[src/rtl/srt_norm_ctrl_if.sv]
// -----------------------------------------------------------------------------
// srt_norm_ctrl_if
// Purpose : Bundles the host request/result signals and the divider-side
//           signals of srt_norm_ctrl into one interface.
// Modports:
//   slave  - the controller: takes start/n_in/d_in and divider results,
//            drives ready, normalized operands, divider control and results.
//   master - the environment (host plus divider): the mirror image.
// Signals :
//   start, n_in[7:0], d_in[7:0]   host request
//   ready                         controller idle, start accepted
//   div_n[7:0], div_d[7:0]        normalized operands to the divider
//   div_enable, div_resetn        divider start level / active-low restart
//   div_done, div_q[7:0], div_r   divider completion and results
//   q_out, r_out, shamt, valid, err  captured result, shift, strobe, status
// -----------------------------------------------------------------------------
interface srt_norm_ctrl_if;
   logic       start;
   logic [7:0] n_in;
   logic [7:0] d_in;
   logic       ready;
   logic [7:0] div_n;
   logic [7:0] div_d;
   logic       div_enable;
   logic       div_resetn;
   logic       div_done;
   logic [7:0] div_q;
   logic [7:0] div_r;
   logic [7:0] q_out;
   logic [7:0] r_out;
   logic [2:0] shamt;
   logic       valid;
   logic [2:0] err;

   modport slave (
      input  start, n_in, d_in, div_done, div_q, div_r,
      output ready, div_n, div_d, div_enable, div_resetn,
             q_out, r_out, shamt, valid, err
   );

   modport master (
      output start, n_in, d_in, div_done, div_q, div_r,
      input  ready, div_n, div_d, div_enable, div_resetn,
             q_out, r_out, shamt, valid, err
   );
endinterface

[src/rtl/srt_norm_ctrl.sv]
// -----------------------------------------------------------------------------
// srt_norm_ctrl
// Purpose : Front-end controller for an SRT divider. Latches a raw dividend
//           and divisor, left-normalizes them until divisor bit 6 is set,
//           rejects illegal operands, runs the divider and captures its
//           quotient/remainder. Results are passed through unscaled; the
//           true remainder is r_out >> shamt, applied downstream.
// Ports   :
//   clk    - rising-edge clock for all state
//   reset  - asynchronous active-high reset, clears all state
//   bus    - srt_norm_ctrl_if.slave (host request/result + divider signals)
// Status  : err = 000 ok, 001 divide-by-zero, 010 d_in[7]=1,
//           011 dividend overflow, 100 timeout.
// Option  : define SRT_NORM_TIMEOUT_EN to add a 4-bit WAIT watchdog that
//           fails the operation with err=100 if div_done does not arrive
//           within 15 cycles of WAIT entry. Without it WAIT lasts forever.
// -----------------------------------------------------------------------------
module srt_norm_ctrl (
   input  logic           clk,
   input  logic           reset,
   srt_norm_ctrl_if.slave bus
);

   typedef enum logic [2:0] {
      ST_IDLE, ST_NORM, ST_ISSUE, ST_WAIT, ST_CAPT, ST_CLEAR, ST_FAIL
   } state_t;

   state_t     state_q, state_d;
   logic [7:0] div_n_q, div_n_d;
   logic [7:0] div_d_q, div_d_d;
   logic [7:0] n_raw_q, n_raw_d;   // unshifted dividend, returned on failure
   logic [7:0] q_out_q, q_out_d;
   logic [7:0] r_out_q, r_out_d;
   logic [2:0] shamt_q, shamt_d;
   logic [2:0] err_q,   err_d;
`ifdef SRT_NORM_TIMEOUT_EN
   logic [3:0] tmo_q, tmo_d;
`endif

   always_ff @(posedge clk or posedge reset) begin
      if (reset) begin
         state_q <= ST_IDLE;
         div_n_q <= 8'h00;
         div_d_q <= 8'h00;
         n_raw_q <= 8'h00;
         q_out_q <= 8'h00;
         r_out_q <= 8'h00;
         shamt_q <= 3'd0;
         err_q   <= 3'b000;
`ifdef SRT_NORM_TIMEOUT_EN
         tmo_q   <= 4'd0;
`endif
      end else begin
         state_q <= state_d;
         div_n_q <= div_n_d;
         div_d_q <= div_d_d;
         n_raw_q <= n_raw_d;
         q_out_q <= q_out_d;
         r_out_q <= r_out_d;
         shamt_q <= shamt_d;
         err_q   <= err_d;
`ifdef SRT_NORM_TIMEOUT_EN
         tmo_q   <= tmo_d;
`endif
      end
   end

   // Results are loaded on the edge that enters CAPT/FAIL so they are
   // already stable during the single valid cycle.
   always_comb begin
      state_d = state_q;
      div_n_d = div_n_q;
      div_d_d = div_d_q;
      n_raw_d = n_raw_q;
      q_out_d = q_out_q;
      r_out_d = r_out_q;
      shamt_d = shamt_q;
      err_d   = err_q;
`ifdef SRT_NORM_TIMEOUT_EN
      tmo_d   = tmo_q;
`endif
      case (state_q)
         ST_IDLE: begin
            if (bus.start) begin
               div_n_d = bus.n_in;
               div_d_d = bus.d_in;
               n_raw_d = bus.n_in;
               shamt_d = 3'd0;
               err_d   = 3'b000;
               state_d = ST_NORM;
            end
         end
         ST_NORM: begin
            // Priority order matters: divisor checks precede the dividend
            // overflow check, so a normalized divisor wins over n[7]=1.
            if (div_d_q == 8'h00) begin
               err_d   = 3'b001;
               q_out_d = 8'hFF;
               r_out_d = n_raw_q;
               state_d = ST_FAIL;
            end else if (div_d_q[7]) begin
               err_d   = 3'b010;
               q_out_d = 8'hFF;
               r_out_d = n_raw_q;
               state_d = ST_FAIL;
            end else if (div_d_q[6]) begin
               state_d = ST_ISSUE;
            end else if (div_n_q[7]) begin
               err_d   = 3'b011;
               q_out_d = 8'hFF;
               r_out_d = n_raw_q;
               state_d = ST_FAIL;
            end else begin
               div_n_d = {div_n_q[6:0], 1'b0};
               div_d_d = {div_d_q[6:0], 1'b0};
               shamt_d = shamt_q + 3'd1;
            end
         end
         ST_ISSUE: begin
`ifdef SRT_NORM_TIMEOUT_EN
            tmo_d = 4'd0;
`endif
            state_d = ST_WAIT;
         end
         ST_WAIT: begin
            if (bus.div_done) begin
               q_out_d = bus.div_q;
               r_out_d = bus.div_r;
               state_d = ST_CAPT;
            end
`ifdef SRT_NORM_TIMEOUT_EN
            else begin
               // Count reaches 15 on the 15th WAIT edge; that edge enters
               // FAIL, so the strobe lands 15 cycles after WAIT entry.
               tmo_d = tmo_q + 4'd1;
               if (tmo_d == 4'd15) begin
                  err_d   = 3'b100;
                  q_out_d = 8'hFF;
                  r_out_d = n_raw_q;
                  state_d = ST_FAIL;
               end
            end
`endif
         end
         ST_CAPT:  state_d = ST_CLEAR;
         ST_FAIL:  state_d = ST_CLEAR;
         ST_CLEAR: state_d = ST_IDLE;
         default:  state_d = ST_IDLE;
      endcase
   end

   assign bus.ready      = (state_q == ST_IDLE);
   assign bus.div_enable = (state_q == ST_ISSUE) || (state_q == ST_WAIT);
   // Divider restart is also held low while our own reset is asserted.
   assign bus.div_resetn = ~reset && (state_q != ST_CLEAR);
   assign bus.valid      = (state_q == ST_CAPT) || (state_q == ST_FAIL);
   assign bus.div_n      = div_n_q;
   assign bus.div_d      = div_d_q;
   assign bus.q_out      = q_out_q;
   assign bus.r_out      = r_out_q;
   assign bus.shamt      = shamt_q;
   assign bus.err        = err_q;

endmodule
[src/flat_wrapper.sv]
// flat-port wrapper written by rule: the top's interface ports become plain ports
module srt_norm_ctrl_flat 
  (clk, reset, bus_start, bus_n_in, bus_d_in, bus_div_done, bus_div_q, bus_div_r, bus_ready, bus_div_n, bus_div_d, bus_div_enable, bus_div_resetn, bus_q_out, bus_r_out, bus_shamt, bus_valid, bus_err);
  srt_norm_ctrl_if bus_i ();
  input  logic clk;
  input  logic reset;
  input wire logic [$bits(bus_i.start)-1:0] bus_start;
  input wire logic [$bits(bus_i.n_in)-1:0] bus_n_in;
  input wire logic [$bits(bus_i.d_in)-1:0] bus_d_in;
  input wire logic [$bits(bus_i.div_done)-1:0] bus_div_done;
  input wire logic [$bits(bus_i.div_q)-1:0] bus_div_q;
  input wire logic [$bits(bus_i.div_r)-1:0] bus_div_r;
  output wire logic [$bits(bus_i.ready)-1:0] bus_ready;
  output wire logic [$bits(bus_i.div_n)-1:0] bus_div_n;
  output wire logic [$bits(bus_i.div_d)-1:0] bus_div_d;
  output wire logic [$bits(bus_i.div_enable)-1:0] bus_div_enable;
  output wire logic [$bits(bus_i.div_resetn)-1:0] bus_div_resetn;
  output wire logic [$bits(bus_i.q_out)-1:0] bus_q_out;
  output wire logic [$bits(bus_i.r_out)-1:0] bus_r_out;
  output wire logic [$bits(bus_i.shamt)-1:0] bus_shamt;
  output wire logic [$bits(bus_i.valid)-1:0] bus_valid;
  output wire logic [$bits(bus_i.err)-1:0] bus_err;
  assign bus_i.start = bus_start;
  assign bus_i.n_in = bus_n_in;
  assign bus_i.d_in = bus_d_in;
  assign bus_i.div_done = bus_div_done;
  assign bus_i.div_q = bus_div_q;
  assign bus_i.div_r = bus_div_r;
  assign bus_ready = bus_i.ready;
  assign bus_div_n = bus_i.div_n;
  assign bus_div_d = bus_i.div_d;
  assign bus_div_enable = bus_i.div_enable;
  assign bus_div_resetn = bus_i.div_resetn;
  assign bus_q_out = bus_i.q_out;
  assign bus_r_out = bus_i.r_out;
  assign bus_shamt = bus_i.shamt;
  assign bus_valid = bus_i.valid;
  assign bus_err = bus_i.err;
  srt_norm_ctrl u_core (.clk(clk), .reset(reset), .bus(bus_i));
endmodule
[config.mk]
export PLATFORM = sky130hd
export DESIGN_NAME = srt_norm_ctrl_flat
export DESIGN_NICKNAME = d
export VERILOG_FILES = /design/src/rtl/srt_norm_ctrl_if.sv /design/src/rtl/srt_norm_ctrl.sv /design/src/flat_wrapper.sv
export SDC_FILE = /design/constraint.sdc
export NUM_CORES = 1
export LEC_CHECK = 0
export ABC_AREA = 1
export BUFFER_PORTS_ARGS = -buffer_cell sky130_fd_sc_hd__buf_4
export CORE_MARGIN = 4
export CORE_UTILIZATION = 55
export CTS_BUF_LIST = sky130_fd_sc_hd__clkbuf_8 sky130_fd_sc_hd__clkbuf_16
export DETAILED_ROUTE_END_ITERATION = 7
export PLACE_DENSITY_LB_ADDON = 0.3
export RECOVER_POWER = 25
export SYNTH_ARGS = -nofsm -noshare
export SYNTH_HDL_FRONTEND = slang
export SYNTH_SLANG_ARGS = --single-unit
[constraint.sdc]
create_clock -name clk -period 3.4 [get_ports clk]
set_input_delay 0.68 -clock clk [delete_from_list [all_inputs] [get_ports clk]]
set_output_delay 0.68 -clock clk [all_outputs]
set_load 0.02 [all_outputs]
======== After elaboration in Yosys (flattened, before gate mapping) ========
Cells that the tools add are included.
word-level totals
  flip-flop bits (word level) ............. 49
  output and inout bits ................... 42
  bits of input ports ..................... 36
cells by class
  mux-type cells .......................... 42
  reductions and logical operators ........ 16
  add/sub/neg operators ................... 1
  eq/ne operators ......................... 15
  bitwise gates (word level) .............. 1
operator list
  kind                                                                   count
  8-bit two-way mux                                                      19
  8-bit one-hot mux with 2 select lines                                  4
  3-bit two-way mux                                                      15
  3-bit one-hot mux with 5 select lines                                  1
  2-bit != test, second input constant                                   6
  3-bit one-hot mux with 2 select lines                                  2
  4-bit AND reduction                                                    3
  8-bit zero test                                                        1
  7-bit two-way mux                                                      1
  3-bit by 2-bit equality test with 1-bit output, second input constant  2
  3-bit equality test, second input constant                             2
  3-bit AND reduction                                                    2
  6-bit AND reduction                                                    1
  5-bit by 1-bit != test with 1-bit output, second input constant        1
  5-bit AND reduction                                                    1
  4-bit by 1-bit != test with 1-bit output, second input constant        1
  4-bit by 3-bit != test with 1-bit output, second input constant        1
  2-bit nonzero test                                                     2
  3-bit by 1-bit adder with 3-bit output, second input constant          1
  3-bit by 1-bit equality test with 1-bit output, second input constant  1
  3-bit zero test                                                        1
  3-bit != test, second input constant                                   1
  1-bit logical OR                                                       2
  2-bit AND reduction                                                    1
  other kinds (3)                                                        3

======== Logic depth before layout (Yosys ltp) ========
Gate-level depths: netlist (run 1).
  word-level depth ........................ 6
  depth in mapped cells ................... 10

======== Least setup slack after synthesis (run 1) ========
Ideal clock, no wire load.
  path kind ............................... input to output
  start point ............................. input reset
  end point ............................... output bus_div_resetn
  arrival ................................. 1,020 ps
  cell stages on the path ................. 1
  required time ........................... 2,720 ps
  path slack .............................. 1,700 ps
  cell sequence ........................... a21oi_1
between the ends
  cells in the longest elaborated chain, start to end .. 2
ends and longest elaborated chain
  element            line                  text
  from (decl)        flat_wrapper.sv:6     input logic reset;
  1-bit NOT          srt_norm_ctrl.sv:155  assign bus.div_resetn = ~reset && (state_q != ST_CLEAR);
  1-bit logical AND  srt_norm_ctrl.sv:155
  to (decl)          flat_wrapper.sv:17    output wire logic [$bits(bus_i.div_resetn)-1:0] bus_div_resetn;
No other way between the ends.

======== Worst setup path in the final report (run 1) ========
  start point ............................. register u_core.state_q[2]
  end point ............................... register u_core.shamt_q[0] (netlist: u_core.bus.shamt[0])
between the ends
  cells in the longest elaborated chain, start to end .. 3
  elaborated cells on any way between the ends .. 10
  those cells by class .................... eq/ne: 6; mux: 1; reduce/logical: 3
ends and longest elaborated chain
  element                                                                                   line                 text
  from (decl)                                                                               srt_norm_ctrl.sv:28  state_t state_q, state_d;
  from (signal assigned)                                                                    srt_norm_ctrl.sv:54  state_q <= state_d;
  3-bit by 1-bit equality test with 1-bit output / 3-bit zero test (equally long branches)  srt_norm_ctrl.sv:82  case (state_q)
  2-bit != test (no source line) / 2-bit nonzero test (equally long branches)               -
  6-bit AND reduction (no source line)                                                      -
  to (signal assigned)                                                                      srt_norm_ctrl.sv:60  shamt_q <= shamt_d;
  to (decl)                                                                                 srt_norm_ctrl.sv:34  logic [2:0] shamt_q, shamt_d;
Several ways; a longest one is shown, not always the timed one.
A chain may end at the register's enable or synchronous reset.

==> results.cfg, run 1 <==
[global_routing]
grt_pass1_vias = 2208
grt_antenna_before_repair = 0
grt_usage_pct = 21.71
grt_first_pass_wirelength_mm = 9.494
grt_max_degree = 49
overflow = 0

[logic_synthesis]
yosys-top-cells-count = nand2_1 (136), dfrtp_1 (48), nand3_1 (26)
yosys_most_used_dff = dfrtp_1
synth_edf_count = 0
syn_nets = 357
synth_cell_type_count = 29
ys_seq_area_share_pct = 48.29
synthMostInstantiatedCell = nand2_1
syn-cell-area_sq_um = 2487
synth_cells = 320
avgSynthCellArea_sq_um = 7.773
yosys-top-cells-area = dfrtp_1 (48%), nand2_1 (21%), nand3_1 (5.2%), o21ai_0 (3.6%), nor2_1 (3.0%)
synth_top_area_share_pct = 48.29
yosys.area.top_type = dfrtp_1
ys_async_sr_fraction_pct = 100.0
yosysWarnings = 0
synth_seq_cells = 48

[critical_path]
r2r_cells = 8
crit_path_start_kind = register
end_kind = register
cp_max_fo = 16
arrival_ps = 2380
required_ps = 3600
path_class = register to register

[timing]
finalCritPeriodShare_pct = 64.20
fin_skew_ps = 11.39
fin_setup_tns_ps = 0
rsz0062_at_grt = false
min_period_ps = 2183
max_freq_mhz = 458.1
worstMarginPinSlew_ps = 1743
holdWs_ps = 481.5
finalHoldViolations = 0
slew_violations = 49
setup_viol = 0
slew_headroom_pct = -16.36

[routing]
ant_nets = 0
route.detailed.drc = 0
wl_per_cell_um = 12.83
firstDrtPassIters = 4
via_count = 2254
vias_per_cell = 5.077
drtIter0Drc = 85
drt-total-wl_mm = 5.697

[worst_hold_path]
hold_path_depth = 2
min-delay-path-class = register to register

[power_and_ir_drop]
switching_share_pct = 46.74
clkPwrFrac_pct = 13.3
combPwrFrac_pct = 54.7
p_sw_w = 0.001522
peakVddDrop_mv = 0.4464
power.density_nw_per_um2 = 1033
seqPwrFrac_pct = 31.9
intPower_w = 0.001734
power_leakage_nw = 1.784

[cts]
path_clk_slew_ps = 90
cts_htree_levels = 2
cts.path.max_buffers = 2
clock-sinks = 48
cts_buffers = 5
ctsHoldBuffers = 0
post-cts-setup-buffers = 0
post_cts_resized = 0
clock_latency_ps = 310
root_buffer = clkbuf_8
cts_tree = done

[floorplan]
die_area_sq_um = 5663
rows = 24
fp.dieW_um = 75.25
io-pin-count = 78
start_util_pct = 57.13
fp.coreArea_sq_um = 4354
dieHeight_um = 75.25

[place]
port-buffer-count = 76
dp_hpwl_mm = 4.256
gp_congestion = 0.8329

[outcome]
status = finished, violations left
violations = capacitance limit, slew limit

[finish]
fin_nets = 428
fillers = 356
diodes = 0
multi_input_area_sq_um = 1102
area_delta_synth_final_pct = 26.76
drive_gt1_share_pct = 28.32
regArea_sq_um = 1201

[run]
drv_cap = 1
power by group through the flow:
stage / clock (W) / combinational, W / sequential (W)
floorplan: 0 / 0.00108 / 0.00125
detailed placement: 0 / 0.00180 / 0.00104
global route: 0.000462 / 0.00200 / 0.00107
CTS: 0.000442 / 0.00181 / 0.00104
finish: 0.000435 / 0.00178 / 0.00104
global placement: 0 / 0.00176 / 0.00104
worst max-delay path: stages, from the launching register on:
cell,delay [ps]
dfrtp_1,440
nor2_4,150
nand2_1,110
nor2_1,710
inv_6,100
o21ai_4,200
nand2_4,200
nand2_1,110
nand2_1,60
area by class of cell:
cell class / count / share of cell area (%)
Tap cell: 52 / 2.063
Timing Repair Buffer: 76 / 18.10
Multi-Input combinational cell: 237 / 34.96
Clock inverter: 2 / 1.230
Sequential cell: 48 / 38.10
Clock buffer: 6 / 2.619
Inverter: 23 / 2.937
state kept, by name, indices dropped and copies added, names as in the netlist:
| name | cells |
|---|---|
| u_core.bus.shamt | 3 |
| u_core.n_raw_q | 8 |
| u_core.bus.div_d | 8 |
| u_core.bus.q_out | 8 |
| u_core.bus.err | 2 |
| u_core.bus.div_n | 8 |
| u_core.bus.r_out | 8 |
| u_core.state_q | 3 |
stage by stage:
stage | cell area [sq um] | utilization (%) | instances | power (W) | worst slack [ps]
floorplan | 2487 | - | 320 | 0.002327 | 1576
global placement | 3042 | 69.86 | 436 | 0.002796 | 1584
detailed placement | 3042 | 69.86 | 436 | 0.002849 | 1556
CTS | 3163 | 72.64 | 444 | 0.003292 | 1447
global route | 3153 | 72.41 | 444 | 0.003529 | 1032
finish | 3153 | 72.41 | 444 | 0.003256 | 1217
layer usage:
metal | GRT usage (%) | part of all wire (%) | vias to the layer above
li1 | - | - | 1138
met1 | 27.05 | 42 | 1032
met2 | 37.72 | 48 | 76
met3 | 5.207 | 8.6 | 8
met4 | 6.019 | 1.2 | 0
met5 | 0 | 0 | -
path summary, 6_finish.rpt:
check | start | to | slack, ps
worst max register to register | u_core.state_q[2] | u_core.bus.shamt[0] | 1220
worst max-delay path | u_core.state_q[2] | u_core.bus.shamt[0] | 1220
worst min-delay path | u_core.bus.r_out[5] | u_core.bus.r_out[5] | 480
worst min register to register | u_core.bus.r_out[5] | u_core.bus.r_out[5] | 480
min in group asynchronous | reset | u_core.bus.shamt[2] | 940
max in group asynchronous | reset | u_core.bus.r_out[7] | 1450
cells by family after synthesis:
group | share of synthesized area, %
other | 0.1508
xor gates and xnor gates | 0.3522
DFF | 48.29
AOI/OAI and AO/OA | 8.803
adders and majority gates | 0.5029
and+or+nand+nor | 34.91
buffers and inverters | 6.992
cell usage in the layout (no fill, tap or decap), types with 4 or more instances in the layout:
cell type | synthesis | final
nand2_2 | 8 | 7
inv_1 | 19 | 19
o21ai_0 | 18 | 18
nand3_1 | 26 | 26
o21ai_2 | 8 | 8
nor2_1 | 20 | 21
buf_4 | 2 | 75
nand2_4 | 4 | 4
clkbuf_8 | 0 | 6
dfrtp_1 | 48 | 48
nand2_1 | 136 | 137
(Power assumes the default switching activity.)
==> run 2, diff against run 1 <==
- ABC_AREA: 1 -> 0
- CORE_UTILIZATION: 55 -> 50
- clock period: 3.4 -> 2.3 ns (I/O delays scaled with it)
==> results.cfg, run 2 <==
[logic_synthesis]
synth_edf_count = 0
yosysWarnings = 0
yosys-top-cells-count = dfrtp_1 (48), nand2_1 (46), mux2_2 (22)
yosys.area.top_type = dfrtp_1
synth_cells = 223
synth_cell_type_count = 37
syn-cell-area_sq_um = 2384
yosys-top-cells-area = dfrtp_1 (50%), mux2_2 (10%), nand2_1 (7.2%), mux2i_1 (3.8%), mux2_4 (3.8%)
synth_seq_cells = 48
ys_seq_area_share_pct = 50.39
synthMostInstantiatedCell = dfrtp_1
synth_top_area_share_pct = 50.39
ys_async_sr_fraction_pct = 100.0
yosys_most_used_dff = dfrtp_1
syn_nets = 260
avgSynthCellArea_sq_um = 10.69

[place]
gp_congestion = 0.8476
dp_hpwl_mm = 4.221
port-buffer-count = 76

[floorplan]
die_area_sq_um = 5936
io-pin-count = 78
fp.dieW_um = 77.05
start_util_pct = 53.27
fp.coreArea_sq_um = 4474
rows = 24
dieHeight_um = 77.05

[cts]
cts_htree_levels = 2
post_cts_resized = 0
path_clk_slew_ps = 90
clock_latency_ps = 300
cts_buffers = 5
post-cts-setup-buffers = 0
cts_tree = done
clock-sinks = 48
root_buffer = clkbuf_8
cts.path.max_buffers = 2
ctsHoldBuffers = 0

[run]
drv_cap = 0

[finish]
drive_gt1_share_pct = 41.23
fin_nets = 344
area_delta_synth_final_pct = 30.60
final_cell_mix = buf_4 (86), dfrtp_1 (48), nand2_1 (46)
fillers = 383
diodes = 0
layout_commonest_cell = buf_4

[routing]
vias_per_cell = 5.342
firstDrtPassIters = 4
ant_nets = 0
via_count = 1923
route.detailed.drc = 0
drtIter0Drc = 99
wl_per_cell_um = 15.64
drt-total-wl_mm = 5.630

[critical_path]
end_kind = register
arrival_ps = 2210
cpPeakStageDelay_ps = 420
crit_family = buffers and inverters
worst-path-buf-inv = 2
crit_top_cell = buf_4
cpMaxStageDelayCell = dfrtp_1
path_class = register to register
cp_max_fo = 12
required_ps = 2520
crit_path_start_kind = register
worstPathCellList = nor4_1 -> nand2_1 -> buf_4 -> a31oi_4 -> buf_4 -> mux2i_1

[timing]
min_period_ps = 1996
slew_headroom_pct = 37.91
setup_viol = 0
finalHoldViolations = 0
fin_skew_ps = 7.901
slew_violations = 0
finalCritPeriodShare_pct = 86.80
fin_setup_tns_ps = 0
rsz0062_at_grt = false
max_freq_mhz = 500.9
worstMarginPinSlew_ps = 931.4

[global_routing]
grt_first_pass_wirelength_mm = 9.549
grt_pass1_vias = 1995
grt_usage_pct = 19.78
grt_max_degree = 38
use_met1_pct = 27.30
grt_antenna_before_repair = 0
overflow = 0
use_met3_pct = 3.044
top_usage_layer = met2
met2_usage_pct = 32.14

[outcome]
status = finished clean

[power_and_ir_drop]
power_w = 0.004470
power_leakage_nw = 1.604
power.density_nw_per_um2 = 1436
peakVddDrop_mv = 0.7703

[worst_hold_path]
min-delay-path-class = input pin to async pin
## run 2: changes by cell type after synthesis, sizes merged, moves of 3 or more
cell	change
inv	-8
clkbuf	+3
mux2i	+9
buf	-4
a31oi	+4
a21oi	+5
nand2	-102
a22o	+7
nor4	+3
nand3	-24
o21ai	-20
nor2	-10
mux2	+28
## run 2: cell type report
| cell class | instances | area [sq um] | share of cell area, % |
|---|---|---|---|
| multi-input combinational | 150 | 1051 | 33.76 |
| clock buffer | 5 | 68.82 | 2.211 |
| timing repair buffer | 88 | 658.1 | 21.14 |
| inverter | 14 | 52.55 | 1.688 |
| sequential | 48 | 1201 | 38.59 |
| tap | 52 | 65.06 | 2.090 |
| clock inverter | 3 | 16.27 | 0.5225 |
## run 2: cell families after synthesis
family / synth area share [%]
DFF: 50.39
other: 0.1573
and+or+nand+nor: 14.75
muxes: 17.95
buffers and inverters: 5.512
AOI/OAI and AO/OA: 10.71
adders and majority gates: 0.5249
## run 2: metrics by stage
step | utilization (%) | hold WS [ps] | instance area, sq um | instances | setup WS (ps)
after CTS | 69.63 | 90.95 | 3115 | 360 | 280.0
final | 69.57 | 179.8 | 3113 | 360 | 303.5
after global placement | 67.73 | 415.2 | 3030 | 352 | 342.5
after detailed placement | 67.73 | 420.3 | 3030 | 352 | 299.5
after global routing | 69.57 | 208.6 | 3113 | 360 | 91.09
after floorplan | - | 440.1 | 2384 | 223 | 245.5
## run 2: path summary, 6_finish.rpt
| path | slack (ps) | cells after the start | end | from |
|---|---|---|---|---|
| worst max-delay path | 300 | 6 | u_core.bus.q_out[5] | u_core.bus.div_d[0] |
| worst min-delay path | 180 | 2 | u_core.bus.div_d[4] | reset |
| worst max register to register | 300 | 6 | u_core.bus.q_out[5] | u_core.bus.div_d[0] |
| worst min register to register | 490 | 2 | u_core.n_raw_q[6] | u_core.n_raw_q[6] |
| max in group asynchronous | 860 | 3 | u_core.bus.r_out[1] | reset |
| min in group clk | 370 | 3 | u_core.bus.div_d[7] | bus_d_in[7] |
## run 2: report_power, final
part           leakage [nW]  internal, W  switching (W)  total [W]
registers             0.569      0.00123       0.000314    0.00155
logic                 0.984      0.00117        0.00127    0.00245
clock network        0.0507     0.000209       0.000271   0.000479
total                  1.60      0.00261        0.00186    0.00447
## run 2: routing by layer
metal,vias to the layer above,wire [um]
met3,9,298
li1,930,-
met2,56,2711
met4,0,59
met5,-,0
met1,928,2561
==> run 3, diff against run 2 <==
--- a/config.mk
+++ b/config.mk
@@ -8,6 +8,8 @@
 export ABC_AREA = 0
 export BUFFER_PORTS_ARGS = -buffer_cell sky130_fd_sc_hd__buf_4
+export CELL_PAD_IN_SITES_DETAIL_PLACEMENT = 0
+export CELL_PAD_IN_SITES_GLOBAL_PLACEMENT = 1
 export CORE_MARGIN = 4
-export CORE_UTILIZATION = 50
+export CORE_UTILIZATION = 38
 export CTS_BUF_LIST = sky130_fd_sc_hd__clkbuf_8 sky130_fd_sc_hd__clkbuf_16
 export DETAILED_ROUTE_END_ITERATION = 7
==> constraint.sdc (replaced) <==
create_clock -name clk -period 2.3 [get_ports clk]
set_input_delay 0.46 -clock clk [delete_from_list [all_inputs] [get_ports clk]]
set_output_delay 0.46 -clock clk [all_outputs]
set_load 0.01 [all_outputs]
==> results.cfg, run 3 (synthesis gave the netlist of run 2 again) <==
[outcome]
status = finished clean

[routing]
drtIter0Drc = 79
vias_per_cell = 4.943
route.detailed.drc = 0
ant_nets = 0
firstDrtPassIters = 4
drt-total-wl_mm = 5.802
wl_per_cell_um = 15.11
via_count = 1898

[critical_path]
path_class = register to register
end_kind = register
cpMaxStageDelayCell = a21oi_4
crit_path_start_kind = register
arrival_ps = 2260
cp_max_fo = 17
required_ps = 2490
worstPathCellList = nor4_1 -> nand2_1 -> a21oi_4 -> mux2_2
cpPeakStageDelay_ps = 580

[global_routing]
grt_max_degree = 27
overflow = 0
grt_usage_pct = 16.35
grt_antenna_before_repair = 0
grt_first_pass_wirelength_mm = 9.756
grt_pass1_vias = 1997

[cts]
cts_htree_levels = 2
cts.path.max_buffers = 2
path_clk_slew_ps = 90
clock_latency_ps = 300
cts_buffers = 5
post-cts-setup-buffers = 0
post_cts_resized = 0
cts_tree = done
clock-sinks = 48
ctsHoldBuffers = 0
root_buffer = clkbuf_8

[power_and_ir_drop]
peakVddDrop_mv = 0.6064
seqPwrFrac_pct = 36.1
switching_share_pct = 37.87
p_sw_w = 0.001606
clkPwrFrac_pct = 12.6
intPower_w = 0.002635
power.density_nw_per_um2 = 1342
power_leakage_nw = 1.607
power_w = 0.004240
combPwrFrac_pct = 51.3

[finish]
drive_gt1_share_pct = 41.75
diodes = 0
stdcell_area_sq_um = 3159
fin_nets = 345
fillers = 562
final_cell_mix = buf_4 (87), dfrtp_1 (48), nand2_1 (46)
area_delta_synth_final_pct = 32.55
layout_commonest_cell = buf_4

[floorplan]
fp.coreArea_sq_um = 5991
io-pin-count = 78
die_area_sq_um = 7604
fp.dieW_um = 87.20
start_util_pct = 39.79
rows = 28
dieHeight_um = 87.20

[timing]
max_freq_mhz = 484.5
slew_violations = 0
fin_skew_ps = 8.172
slew_headroom_pct = 32.08
holdWs_ps = 348.9
fin_setup_tns_ps = 0
finalHoldViolations = 0
setup_slack_ps = 235.8
setup_viol = 0
worstMarginPinSlew_ps = 1018
finalCritPeriodShare_pct = 89.75
rsz0062_at_grt = false
min_period_ps = 2064

[place]
dp_hpwl_mm = 4.407
preCtsSetupSlack_ps = 252.8
gp_congestion = 0.8466
dpl-instance-area_sq_um = 3067
port-buffer-count = 76

[run]
drv_cap = 0

[worst_hold_path]
min-delay-path-class = input pin to register
-- run 3: path summary, 6_finish.rpt --
kind                       depth (start not counted)                 from             endpoint  slack (ps)
max in group asynchronous                          3                reset  u_core.bus.div_d[3]         840
setup reg to reg                                   4  u_core.bus.div_d[1]  u_core.bus.div_d[5]         240
hold / removal                                     3          bus_d_in[7]  u_core.bus.div_d[7]         350
setup / recovery                                   4  u_core.bus.div_d[1]  u_core.bus.div_d[5]         240
hold reg to reg                                    2    u_core.n_raw_q[2]    u_core.n_raw_q[2]         480
min in group asynchronous                          2                reset  u_core.bus.div_d[7]         420
-- run 3: metrics by stage --
step           util [%]  cells
2_1_floorplan         -    223
3_3_place_gp      51.19    376
3_5_place_dp      51.19    376
4_1_cts           52.80    384
5_1_grt           52.74    384
6_report          52.74    384
-- run 3: power by group through the flow --
stage,logic (W),clock network (W),registers [W]
final,0.00218,0.000535,0.00153
after global routing,0.00242,0.000584,0.00160
after CTS,0.00221,0.000546,0.00154
after detailed placement,0.00221,0,0.00155
after global placement,0.00218,0,0.00155
after floorplan,0.00127,0,0.00163
-- run 3: critical path, delay by kind of cell (launching register included) --
family	cells	cell delay [ps]
and+or+nand+nor	2	540
AOI/OAI and AO/OA	1	580
muxes	1	400
DFF	1	440
-- run 3: final cells by class --
cell class                 instances  area, sq um  share of cell area [%]
multi-input combinational        150         1051                   33.27
sequential                        48         1201                   38.02
timing repair buffer              89        664.4                   21.03
tap                               75        93.84                   2.970
inverter                          14        52.55                   1.663
clock buffer                       6        82.58                   2.614
clock inverter                     2        13.76                  0.4356
-- run 3: metal layers --
metal / global-route usage, % / part of all wire (%) / routed length [um] / up-vias
met4: 3.766 / 0.98 / 57 / 0
met2: 26.16 / 48 / 2778 / 53
met3: 3.595 / 6.2 / 361 / 5
li1: - / - / - / 927
met5: 0 / 0 / 0 / -
met1: 22.72 / 45 / 2605 / 913
